### config.mk
export PLATFORM = sky130hd
export DESIGN_NAME = forward_hazard_ctrl
export DESIGN_NICKNAME = d
export VERILOG_FILES = /design/src/rtl/forward_hazard_ctrl.sv
export SDC_FILE = /design/constraint.sdc
export NUM_CORES = 1
export LEC_CHECK = 0
export CAP_MARGIN = 20
export CORE_MARGIN = 5
export CORE_UTILIZATION = 55
export CTS_CLUSTER_SIZE = 25
export DETAILED_ROUTE_END_ITERATION = 12
export PLACE_DENSITY_LB_ADDON = 0.1
export SLEW_MARGIN = 20
export SYNTH_ARGS = -nofsm -noshare
export SYNTH_HDL_FRONTEND = slang
export SYNTH_SLANG_ARGS = --single-unit
export TNS_END_PERCENT = 100
### constraint.sdc
create_clock -name clk -period 8.3 [get_ports clk]
set_clock_uncertainty 0.15 [all_clocks]
set_input_delay 2.49 -clock clk [delete_from_list [all_inputs] [get_ports clk]]
set_output_delay 2.49 -clock clk [all_outputs]
set_load 0.005 [all_outputs]
### src/rtl/forward_hazard_ctrl.sv
// Operand forwarding select and D-stage hazard control for the RISC-V pipeline.
// Tracks one non-pipelined long-latency unit (mul/div) with a register scoreboard.
module forward_hazard_ctrl #(
    parameter int NUM_SRC = 2,
    parameter int NUM_FWD = 2,
    parameter int LOP_LAT = 4,
    parameter int CNT_W   = 16,
    parameter int SEL_W   = $clog2(NUM_FWD + 1)
) (
    input  logic                     clk,
    input  logic                     rst,
    input  logic [NUM_SRC*5-1:0]     d_rs_index,
    input  logic [NUM_SRC-1:0]       d_rs_used,
    input  logic [4:0]               d_rd_index,
    input  logic                     d_wb_en,
    input  logic                     d_is_lop,
    input  logic [NUM_SRC*5-1:0]     e_rs_index,
    input  logic [NUM_SRC-1:0]       e_rs_used,
    input  logic [4:0]               e_rd_index,
    input  logic                     e_wb_en,
    input  logic                     e_is_load,
    input  logic                     e_is_lop,
    input  logic [NUM_FWD*5-1:0]     fwd_rd_index,
    input  logic [NUM_FWD-1:0]       fwd_wb_en,
    output logic [NUM_SRC*SEL_W-1:0] rs_sel,
    output logic                     stall_d,
    output logic                     lop_wb,
    output logic [4:0]               lop_wb_rd,
    output logic                     lop_busy,
    output logic [CNT_W-1:0]         stall_count
);

    localparam int LW = $clog2(LOP_LAT + 1);

    logic [31:0]   busy;
    logic [31:0]   busy_nxt;
    logic [LW-1:0] cnt;
    logic [4:0]    lop_rd_q;
    logic          load_use_hz;
    logic          raw_hz;
    logic          waw_hz;
    logic          struct_hz;

    // Iterating oldest-to-youngest lets the youngest matching stage win.
    always_comb begin
        rs_sel = '0;
        for (int i = 0; i < NUM_SRC; i++) begin
            if (e_rs_used[i] && e_rs_index[5*i +: 5] != 5'd0) begin
                for (int k = NUM_FWD - 1; k >= 0; k--) begin
                    if (fwd_wb_en[k] && fwd_rd_index[5*k +: 5] == e_rs_index[5*i +: 5])
                        rs_sel[SEL_W*i +: SEL_W] = SEL_W'(k + 1);
                end
            end
        end
    end

    always_comb begin
        load_use_hz = 1'b0;
        raw_hz      = 1'b0;
        for (int i = 0; i < NUM_SRC; i++) begin
            if (d_rs_used[i] && d_rs_index[5*i +: 5] != 5'd0) begin
                if (e_is_load && e_wb_en && e_rd_index == d_rs_index[5*i +: 5])
                    load_use_hz = 1'b1;
                if (busy[d_rs_index[5*i +: 5]] ||
                    (e_is_lop && e_wb_en && e_rd_index == d_rs_index[5*i +: 5]))
                    raw_hz = 1'b1;
            end
        end
    end

    assign waw_hz    = d_wb_en && d_rd_index != 5'd0 &&
                       (busy[d_rd_index] || (e_is_lop && e_rd_index == d_rd_index));
    assign struct_hz = d_is_lop && (cnt > LW'(1) || e_is_lop);
    assign stall_d   = load_use_hz | raw_hz | waw_hz | struct_hz;

    assign lop_wb    = (cnt == LW'(1));
    assign lop_wb_rd = lop_rd_q;
    assign lop_busy  = (cnt != '0);

    // Clear is applied before set so a back-to-back op to the same rd keeps the bit.
    always_comb begin
        busy_nxt = busy;
        if (lop_wb)
            busy_nxt[lop_rd_q] = 1'b0;
        if (e_is_lop && e_wb_en && e_rd_index != 5'd0)
            busy_nxt[e_rd_index] = 1'b1;
    end

    always_ff @(posedge clk or posedge rst) begin
        if (rst) begin
            busy        <= '0;
            cnt         <= '0;
            lop_rd_q    <= '0;
            stall_count <= '0;
        end else begin
            busy <= busy_nxt;
            if (e_is_lop) begin
                cnt      <= LW'(LOP_LAT);
                lop_rd_q <= e_rd_index;
            end else if (cnt != '0) begin
                cnt <= cnt - LW'(1);
            end
            if (stall_d && stall_count != {CNT_W{1'b1}})
                stall_count <= stall_count + CNT_W'(1);
        end
    end

endmodule

* Yosys cells after proc, flatten, opt, wreduce, memory -nomap -nowiden
Index checks and enable logic that the tools add are counted.
** Operators by class
- Add/subtract/negate cells :: 2
- Order comparisons :: 8
- Eq/ne operators :: 9
- Multiplexer cells :: 28
- Bitwise logic cells :: 6
- Reduce and logical (&&, ||, !) cells :: 34
** Operators with widths (count)
- two-way mux 32 bit :: 2
- equality test 5 bit :: 7
- AND 32 bit :: 1
- NOT 32 bit :: 1
- OR 32 bit :: 1
- less-than comparator 5 x 6 -> 1 bit (second input constant) :: 5
- nonzero test 5 bit :: 6
- logical AND 1 bit :: 22
- adder 16 x 1 -> 16 bit (second input constant) :: 1
- != test 16 bit (second input constant) :: 1
- binary-select mux 1 bit (select 5 bit) :: 3
- two-way mux 1 bit :: 13
- two-way mux 2 bit :: 6
- demux 1 bit (select 5 bit) :: 2
- >= comparator 5 x 1 -> 1 bit (second input constant) :: 2
- two-way mux 3 bit :: 2
- logical OR 1 bit :: 4
- equality test 3 x 1 -> 1 bit (second input constant) :: 1
- greater-than comparator 3 x 1 -> 1 bit (second input constant) :: 1
- OR 1 bit :: 3
- nonzero test 3 bit :: 1
- subtractor 3 x 1 -> 3 bit (second input constant) :: 1
- nonzero test 2 bit :: 1
** Word-level totals
- Register bits :: 56
- Bits of input ports :: 53
- Output and inout port bits :: 28
- Word-level logic and storage cells :: 91

* Logic depth before layout (Yosys ltp)
- Depth after elaboration :: 11
- Mapped depth :: 10
- Mapped depth without buffers :: 9

* Worst setup path after synthesis
OpenSTA, ideal clock, no wires.
- Path type :: input to output
- Start point :: in d_rd_index[0]
- End point :: out stall_d
- Arrival time :: 3822 ps
- Required time :: 5660 ps
- Slack :: 1838 ps
- Stages on the path :: 7
- Buffers on the path :: 1
- Cell sequence :: buf_6 -> mux4_2 -> and3_1 -> a21oi_2 -> a31o_1 -> and4b_4 -> nand3_1
** On the way
- Word-level cells in the longest chain between the ends :: 6
- Elaborated cells between the ends (all ways) :: 10
- Classes of those cells :: eq/ne: 1; mux: 2; bitwise: 2; reduce/logical: 5
** Ends and longest elaborated chain
- start: declaration :: line 14 : input logic [4:0] d_rd_index,
- binary-select mux 1 bit (select 5 bit) or equality test 5 bit (tied branches) :: line 72 : (busy[d_rd_index] || (e_is_lop && e_rd_index == d_rd_index));
- two-way mux 1 bit (not written as such) or logical AND 1 bit (tied branches) :: line 72
- logical OR 1 bit :: line 72
- logical AND 1 bit * :: line 71 : assign waw_hz = d_wb_en && d_rd_index != 5'd0 &&
- OR 1 bit * (2 in a row) :: line 74 : assign stall_d = load_use_hz | raw_hz | waw_hz | struct_hz;
- end: declaration :: line 26 : output logic stall_d,
Every way passes the cells marked *; elsewhere a longest branch is shown, timed or not. The select of a mux whose other input is x is not followed.

* Worst setup path in the final report
- Start point :: in d_rs_index[5]
- End point :: out stall_d
** On the way
- Word-level cells in the longest chain between the ends :: 8
- Elaborated cells between the ends (all ways) :: 15
- Classes of those cells :: eq/ne: 1; mux: 6; bitwise: 3; reduce/logical: 5
** Ends and longest elaborated chain
- start: declaration :: line 12 : input logic [NUM_SRC*5-1:0] d_rs_index,
- binary-select mux 1 bit (select 5 bit) or equality test 5 bit (tied branches) :: line 64, 62, 65
- two-way mux 1 bit (not written as such) or logical AND 1 bit (tied branches) :: line 64, 65
- logical OR 1 bit :: line 64 : if (busy[d_rs_index[5*i +: 5]] ||
- two-way mux 1 bit :: line 64
- two-way mux 1 bit :: line 61 : if (d_rs_used[i] && d_rs_index[5*i +: 5] != 5'd0) begin
- OR 1 bit * (3 in a row) :: line 74
Marks and branches as above.

==> flow_summary.json <==
{
  "dpl.hpwl_mm": 8.245,
  "async_reset_ff_frac": 1.000,
  "hp-start": "stall_count[6]$_DFFE_PP0P_",
  "cp.required_ns": 5.66,
  "die_height_um": 94.65,
  "netlist_area_um2": 3941,
  "worst-setup-path-type": "input pin to output port",
  "cts_tree": "done",
  "tightest_slew_ns": 0.7155,
  "status": "complete, no violations",
  "clockBufferDepth": 2,
  "num_vias": 3386,
  "report.final.hold_viol_count": 0,
  "worstPathMaxFanout": 11,
  "p_leak_nw": 1.708,
  "finalCritPeriodShare": 0.9383,
  "io_buffers": 80,
  "grt_pass1_wl_mm": 18.01,
  "setup_tns_ns": 0,
  "grt_max_degree": 57,
  "remaining_drc_errors": 0,
  "ys.flop_type": "dfrtp_1",
  "crit_path_end_kind": "output port",
  "drt-initial-drc-count": 231,
  "core_area_um2": 6869,
  "fin_util": 0.7040,
  "start_kind": "input pin",
  "synth-seq-cells": 56,
  "diodes": 0,
  "dpl_cell_area_um2": 4747,
  "syn_nets": 438,
  "clock_sinks": 56,
  "period_minus_slack_ns": 7.788,
  "routed_wl_mm": 11.10,
  "antenna_found_initial": 0,
  "grtUsageTotal": 0.2574,
  "p_sw_w": 0.0003335,
  "via_per_inst": 6.201,
  "maxSlewViolCount": 0,
  "path_clk_slew_ns": 0.10,
  "clock_latency_ns": 0.31,
  "dp_slack_ns": 0.5140,
  "root_buffer": "clkbuf_8",
  "combPwrFrac": 0.362,
  "place_congestion": 0.8958,
  "grt_pass1_vias": 3436,
  "numCtsBuffers": 5,
  "holdWs_ns": 0.3482,
  "cts_setup_buffers": 0,
  "layout.nets": 506,
  "io_pins": 81,
  "peakVddDrop_v": 0.0001299,
  "syn_area_per_cell_um2": 10.34,
  "grt_overflow": 0,
  "yosysSeqAreaShare": 0.3556,
  "fp.dieArea_um2": 8959,
  "drv_cap": 0,
  "synth_edf_count": 0,
  "ant_nets": 0,
  "critPathLaunch": "d_rs_index[5]",
  "setup_viol": 0,
  "n_fill_cell": 547,
  "row_count": 30,
  "area_growth_syn_to_layout_pct": 22.70,
  "holdBufCountCts": 0,
  "grt_setup_unrepaired": "no",
  "crit_arrival_ns": 5.15,
  "p_seq_frac": 0.474,
  "synthCells": 381,
  "ctsResizeCount": 0,
  "fin_ws_ns": 0.5124,
  "swShare": 0.3555,
  "wl_per_cell_um": 20.32,
  "yosysWarnings": 0,
  "power_density_nw_per_um2": 194.0,
  "p_int_w": 0.0006047,
  "ys_types": 54,
  "stdcell_area_um2": 4836,
  "fmax_mhz": 128.4,
  "clockPowerShare": 0.163,
  "slew_headroom": 0.5230,
  "hold_path.class": "flip-flop to flip-flop",
  "die_w_um": 94.65,
  "drive_gt1_frac": 0.1089,
  "start_util": 0.5738,
  "dr.pass1.iters": 4,
  "htreeDepth": 2,
  "r2r-start": "stall_count[8]$_DFFE_PP0P_"
}
## power groups by stage
stage	clock network, W	logic [W]	registers [W]
2_1_floorplan	0	0.000227	0.000407
3_3_place_gp	0	0.000330	0.000443
3_5_place_dp	0	0.000340	0.000446
4_1_cts	0.000155	0.000341	0.000441
5_1_grt	0.000167	0.000374	0.000455
6_report	0.000153	0.000340	0.000445
## layout make-up
cell class | count | area [µm²] | share of cell area
Multi-Input combinational cell | 294 | 2365 | 0.4890
Sequential cell | 56 | 1401 | 0.2898
Timing Repair Buffer | 84 | 830.8 | 0.1718
Tap cell | 96 | 120.1 | 0.02484
Clock buffer | 6 | 72.57 | 0.01501
Inverter | 8 | 30.03 | 0.006210
Clock inverter | 2 | 16.27 | 0.003364
## path summary, 6_finish.rpt
| kind | end | slack (ns) | cells after the start |
|---|---|---|---|
| setup / recovery | stall_d | 0.51 | 8 |
| hold / removal | stall_count[6]$_DFFE_PP0P_ | 0.35 | 1 |
| setup reg to reg | stall_count[1]$_DFFE_PP0P_ | 5.74 | 7 |
| hold reg to reg | stall_count[6]$_DFFE_PP0P_ | 0.35 | 1 |
| max in group asynchronous | busy[4]$_DFF_PP0_ | 4.98 | 3 |
| min in group asynchronous | stall_count[0]$_DFFE_PP0P_ | 2.52 | 3 |
## state kept, by name (all words and copies together) (netlist names)
name / count
lop_wb_rd: 5
cnt: 3
busy: 32
stall_count: 16
## Yosys cell counts, types with 9 or more instances
| cell type | count | share of area |
|---|---|---|
| dfrtp_1 | 56 | 0.36 |
| xor2_1 | 23 | 0.051 |
| mux2i_1 | 9 | 0.023 |
| xnor2_1 | 27 | 0.060 |
| nand2_1 | 18 | 0.017 |
| nor2_1 | 19 | 0.018 |
| o21ai_0 | 67 | 0.085 |
| nand3_1 | 15 | 0.019 |
| mux4_2 | 14 | 0.080 |
| clkbuf_1 | 10 | 0.0095 |
## critical path, cell delays in order
cell	delay, ns
clkdlybuf4s50_1	0.84
mux4_2	0.58
a31oi_1	0.18
o211a_1	0.17
a31oi_1	0.05
o21ai_2	0.23
nand3_1	0.14
clkdlybuf4s50_1	0.47
## cells in the final DEF (no fill, tap or decap), types with 3 or more instances in the layout
cell type and n:
ha_1 4, nor3_1 4, xor2_1 23, o21ai_0 67, buf_4 4, mux2_2 8
clkdlybuf4s50_1 80, nand2b_1 3, clkbuf_8 5, nand3b_1 8, nor4_1 6, mux4_2 14
mux4_1 7, nand4_1 6, nand2_1 18, and2_1 3, nand3_2 4, or4_1 4
or3_1 4, inv_1 7, nand3_1 15, nor3b_1 3, xnor2_1 27, and3_1 7
nor2_1 19, mux2i_1 9, dfrtp_1 56
## layer usage
layer  GRT usage  wire, µm  up-vias
li1            -         -     1552
met1      0.3567      4500     1651
met2      0.4269      5385      161
met3     0.03904       974       22
met4     0.05889       238        0
met5           0         0        -
## metrics by stage
stage,std cells,total power [W]
final,546,0.0009382
after global routing,546,0.0009967
after CTS,546,0.0009372
after detailed placement,538,0.0007868
after global placement,538,0.0007728
after floorplan,381,0.0006346
## logic make-up (layout without fill, tap and decap cells)
group	after synthesis	in the layout	synth area share
DFF	56	56	0.3556
xor gates and xnor gates	50	50	0.1111
AOI/OAI and AO/OA	87	87	0.1337
buffers and inverters	31	100	0.04444
muxes	38	38	0.1724
and+or+nand+nor	115	115	0.1702
adders and majority gates	4	4	0.01270
Note: power is estimated with default switching activity, not from simulation.
